## src/rtl/h2f_vram_writer.sv

```systemverilog
// h2f_vram_writer
//   Buffers HPS-to-FPGA VRAM writes in a small FIFO and hands them, one at a
//   time, to the VRAM write selector. Addresses, data and byte enables pass
//   through untouched; region decoding is the write selector's job.
//
// Parameters
//   DEPTH            number of buffered entries (power of two, 2..16)
//
// Ports
//   clk              single clock for all logic
//   reset            asynchronous, active-high reset
//   avs_address      13-bit 64-bit-word address from the HPS bus
//   avs_write        bus write request
//   avs_writedata    64-bit write data
//   avs_byteenable   byte lane enables; all-zero writes are dropped
//   avs_waitrequest  stall to the bus, high while the FIFO is full
//   vram_wr_grant    write selector accepts the presented entry this cycle
//   h2f_vram_wraddr  head entry address (zero when idle)
//   h2f_vram_wren    head entry valid
//   h2f_vram_wrdata  head entry data (zero when idle)
//   h2f_vram_byteena head entry byte enables (zero when idle)
//   fifo_count       current occupancy, 0..DEPTH
//   wr_done_count    wrapping count of entries retired to the write selector

module h2f_vram_writer #(
    parameter int DEPTH = 4
) (
    input  logic                       clk,
    input  logic                       reset,
    input  logic [12:0]                avs_address,
    input  logic                       avs_write,
    input  logic [63:0]                avs_writedata,
    input  logic [7:0]                 avs_byteenable,
    output logic                       avs_waitrequest,
    input  logic                       vram_wr_grant,
    output logic [12:0]                h2f_vram_wraddr,
    output logic                       h2f_vram_wren,
    output logic [63:0]                h2f_vram_wrdata,
    output logic [7:0]                 h2f_vram_byteena,
    output logic [$clog2(DEPTH):0]     fifo_count,
    output logic [15:0]                wr_done_count
);

    localparam int AW = $clog2(DEPTH);
    localparam int CW = AW + 1;
    localparam int EW = 13 + 64 + 8;

    logic [EW-1:0] mem_q [DEPTH];

    logic [AW-1:0] wr_ptr_q, wr_ptr_d;
    logic [AW-1:0] rd_ptr_q, rd_ptr_d;
    logic [CW-1:0] count_q,  count_d;
    logic [15:0]   done_q,   done_d;

    logic          push;
    logic          pop;
    logic [EW-1:0] head;

    // Stall depends only on registered occupancy, never on this cycle's
    // request or grant.
    assign avs_waitrequest = (count_q == CW'(DEPTH));
    assign h2f_vram_wren   = (count_q != '0);

    always_comb begin
        push     = avs_write && !avs_waitrequest && (avs_byteenable != '0);
        pop      = h2f_vram_wren && vram_wr_grant;

        wr_ptr_d = wr_ptr_q;
        rd_ptr_d = rd_ptr_q;
        count_d  = count_q;
        done_d   = done_q;

        if (push) begin
            wr_ptr_d = wr_ptr_q + AW'(1);
        end
        if (pop) begin
            rd_ptr_d = rd_ptr_q + AW'(1);
            done_d   = done_q + 16'd1;
        end

        case ({push, pop})
            2'b10:   count_d = count_q + CW'(1);
            2'b01:   count_d = count_q - CW'(1);
            default: count_d = count_q;
        endcase
    end

    always_ff @(posedge clk or posedge reset) begin
        if (reset) begin
            wr_ptr_q <= '0;
            rd_ptr_q <= '0;
            count_q  <= '0;
            done_q   <= '0;
        end else begin
            wr_ptr_q <= wr_ptr_d;
            rd_ptr_q <= rd_ptr_d;
            count_q  <= count_d;
            done_q   <= done_d;
        end
    end

    // Entry storage needs no reset: contents are only visible through the
    // pointers, which reset clears.
    always_ff @(posedge clk) begin
        if (push) begin
            mem_q[wr_ptr_q] <= {avs_address, avs_writedata, avs_byteenable};
        end
    end

    // The head is shown only while valid so idle outputs read as zero.
    always_comb begin
        head = h2f_vram_wren ? mem_q[rd_ptr_q] : '0;
    end

    assign h2f_vram_wraddr  = head[EW-1 -: 13];
    assign h2f_vram_wrdata  = head[71:8];
    assign h2f_vram_byteena = head[7:0];
    assign fifo_count       = count_q;
    assign wr_done_count    = done_q;

endmodule

```

## config.mk

```make
export PLATFORM = sky130hd
export DESIGN_NAME = h2f_vram_writer
export DESIGN_NICKNAME = d
export VERILOG_FILES = /design/src/rtl/h2f_vram_writer.sv
export SDC_FILE = /design/constraint.sdc
export NUM_CORES = 1
export LEC_CHECK = 0
export ABC_AREA = 1
export ABC_CLOCK_PERIOD_IN_PS = 5700
export CAP_MARGIN = 5
export CELL_PAD_IN_SITES_DETAIL_PLACEMENT = 1
export CELL_PAD_IN_SITES_GLOBAL_PLACEMENT = 2
export CORE_MARGIN = 2
export CORE_UTILIZATION = 35
export CTS_CLUSTER_SIZE = 40
export DETAILED_ROUTE_END_ITERATION = 10
export GPL_TIMING_DRIVEN = 0
export PLACE_DENSITY = 0.82
export SYNTH_ARGS = -nofsm -noshare
export SYNTH_HDL_FRONTEND = slang
export SYNTH_SLANG_ARGS = --single-unit
```

## constraint.sdc

```tcl
create_clock -name clk -period 5.7 [get_ports clk]
set_input_delay 1.14 -clock clk [delete_from_list [all_inputs] [get_ports clk]]
set_output_delay 1.14 -clock clk [all_outputs]
set_load 0.01 [all_outputs]
```

==> impl_results.md <==
- Status: finished, final reports clean
- Post-route minimum period: around 4 ns
- Worst Setup SP: rd_ptr_q[0]
- Core Region: 40700 um2
- FF-to-FF End: mem_q[0][63]
- Compound-Gate Fraction of Synth Area: 0.0899
- XOR/XNOR Fraction of Synth Area: 0.00547
- Worst Skew: 0.0144 ns
- Maximum vdd drop: roughly 0.25 mV
- First-pass GRT wire length: 61.2 mm
- Power Dens Cells: 571 nW/um2
- Simple logic cell fraction of the synthesized area: 0.119
- Routed vias/inst: 4.97
- Filler cell count: 4296
- Sequential area share after synthesis: 0.748
- Slew headroom: 0.349
- Final slew viol count: 0
- Synth Area in Adders: 0.00660
- Vias in the first global route: around 10000
- Clock latency on the worst-skew pair: between 0.5 and 0.6 ns
- DP Wirelength: 26.7 mm
- DIE WIDTH: 207 um
- Leak Pwr: 6.45 nW
- GRT Util Overall: 0.192
- Cell variety after synth: 26
- Asr flop ratio synth: 0.0634
- Crit path DAT: 2.86 ns
- Inserted Clock Buffers: 40
- Hold crit path type: flip-flop to flip-flop
- # clock sinks: around 360
- Initial antenna violation count: 2
- Post-synth top cells: nor2_1 (364), edfxtp_1 (340), o21ai_0 (108)
- Diodes inserted: 0
- ANT nets after route: 0
- First DRT Iteration DRCs: between 400 and 500
- Crit path launch type: flip-flop
- Hold Crit Start: wr_done_count[15]
- Area contributors post-synth: edfxtp_1 (71%), nor2_1 (9.5%), dfrtp_1 (4.0%), o21ai_0 (3.8%), a21oi_1 (3.0%)
- Htree depth: 2
- Remaining Overflow, GRT: 0
- Nets: approximately 1500
- WL/cell: between 20 and 25 um
- Crit Path Max Fanout: 10
- Maximum number of pins on one net before global-route repair: 27
- Worst setup EP type: primary output
- Count leader, synth: nor2_1
- Max Fclk: 0.250 GHz
- Starting Density: 0.354
- Clk buf depth: 3
- Max cap viols: 0
- Synth warnings: 0
- CTS Hold Bufs: 0
- CTS tree: built
- Die area: 42800 um2
- Residual DRC: 0
- FF+latch count, synth: 363
- Placement Setup Slack: 1.72 ns
- Hold path cells: 2
- Syn_nets: 1270
- Area leader, netlist: edfxtp_1
- RSZ-0062 raised after global routing: false
- Clock Pin Slew Worst Setup and Hold Paths: about 0.060 ns
- Top_reg_cell synth: edfxtp_1
- First-pass DRT Iterations: 5
- CTS resizes: 0
- Cell Area, Synth: between 10000 and 15000 um2
- GPL Wtd Cong: 0.737
- Worst-Margin Slew: ~0.98 ns
- Mux cell area share after synthesis: 0
- EDFF count, synth: 340
- Worst R2R Path Depth: 7
- Die Ht: slightly above 200 um
- I/O pins: 195
- Worst Path Required: about 4.6 ns
- Critical path type: flip-flop to primary output
- Top cell type's share of synthesized area: 0.708
- Final setup fails: 0
- # rows: 74
- CTS root buf: clkbuf_16
- Largest family of logic cells by synthesized area: simple AND/OR/NAND/NOR gates
- Vias: 9855
- Setup bufs post-CTS: 0
- Final critical-path share of the clock period: 0.701
- Worst hold slack: 0.518 ns
- Final wirelength: 40.7 mm
- Layout area overhead: 29.0%
- Synth Instances: about 1200
- Hold Path End: wr_done_count[15]
- Final Worst Setup Slack: 1.70 ns
- Reg2Reg Launch Point: fifo_count[2]
- Hold Fails Final Rpt: 0
- Share of layout cells above drive strength 1: 0.0869
- Number of port buffers: about 190
- Avg Inst Size Synth: 12.3 um2
- Flop2flop setup slack: 3.06 ns
## how the worst max path moves through the flow
stage,endpoint,slack [ns],cells after the start
floorplan,mem_q[0][0],0.13,4
global placement,mem_q[3][40],-3.87,5
detailed placement,mem_q[0][68],1.72,7
CTS,h2f_vram_wrdata[27],1.59,6
global route,h2f_vram_wrdata[45],1.49,6
finish,h2f_vram_byteena[7],1.70,6
## cell families after synthesis
kind of cell             count (synthesis)
XOR/XNOR                                 9
flip-flops                             363
buffers and inverters                   94
adder cells (fa/ha/maj)                  7
AND/OR/NAND/NOR                        442
AO/OA/AOI/OAI                          259
## registers in the layout, indices dropped and copies added (netlist names)
signal	flops
wr_ptr_q	2
wr_done_count	16
mem_q	340
rd_ptr_q	2
fifo_count	3
## metal layers
metal,vias to the layer above,routed length (um),global-route usage
met5,-,33,0
met4,4,741,0.0453
met3,53,2100,0.0375
met2,230,20700,0.338
met1,4964,17100,0.244
li1,4604,-,-
## report_power, final
part	total (W)	leakage, nW	internal (W)	switching, W
Sequential	0.00364	3.40	0.00349	0.000148
Combinational	0.00448	2.42	0.00184	0.00263
Clock	0.00251	0.621	0.00151	0.00100
## cell usage in the layout, fill, tap and decap left out, drive strengths merged
| cell type | Yosys | layout |
|---|---|---|
| dfrtp | 23 | 23 |
| inv | 29 | 31 |
| nand3b | 6 | 6 |
| bufinv | 0 | 4 |
| nand2 | 62 | 62 |
| nor3 | 1 | 1 |
| nand3 | 5 | 5 |
| edfxtp | 340 | 340 |
| nand4 | 2 | 2 |
| nor2 | 366 | 366 |
| o21ai | 172 | 172 |
| ha | 6 | 6 |
| buf | 40 | 53 |
| clkinv | 0 | 13 |
| clkinvlp | 0 | 1 |
| a21oi | 87 | 87 |
| clkdlybuf4s50 | 0 | 194 |
| xnor2 | 1 | 1 |
| clkbuf | 25 | 74 |
| fa | 1 | 1 |
| xor2 | 8 | 8 |
## metrics by stage
step / total power (W) / util / TNS [ns] / instances / instance area (um2)
2_1_floorplan: 0.00591 / - / 0 / 1174 / 14400
3_3_place_gp: 0.00813 / 0.418 / -1277.77 / 1900 / 17000
3_5_place_dp: 0.00825 / 0.425 / 0 / 1913 / 17300
4_1_cts: 0.0108 / 0.456 / 0 / 1982 / 18600
5_1_grt: 0.0113 / 0.456 / 0 / 1982 / 18600
6_report: 0.0106 / 0.456 / 0 / 1982 / 18600
## final cells by class
type / count / area [um2] / area share
well taps: 532 / 666 / 0.0358
clock inverters: 20 / 205 / 0.0110
flip-flops and latches: 363 / 10800 / 0.580
plain buffers: 65 / 330 / 0.0178
inverters: 29 / 111 / 0.00599
multi-input cells: 717 / 3210 / 0.173
repair buffers: 207 / 2210 / 0.119
clock buffers: 49 / 1070 / 0.0574
## critical path: stages (launching register included)
cell	delay [ns]
dfrtp_1	0.35
buf_4	0.21
inv_4	0.21
clkbuf_1	0.44
o21ai_0	0.22
a21oi_1	0.29
clkdlybuf4s50_1	0.59
Note: power is estimated with default switching activity, not from simulation.
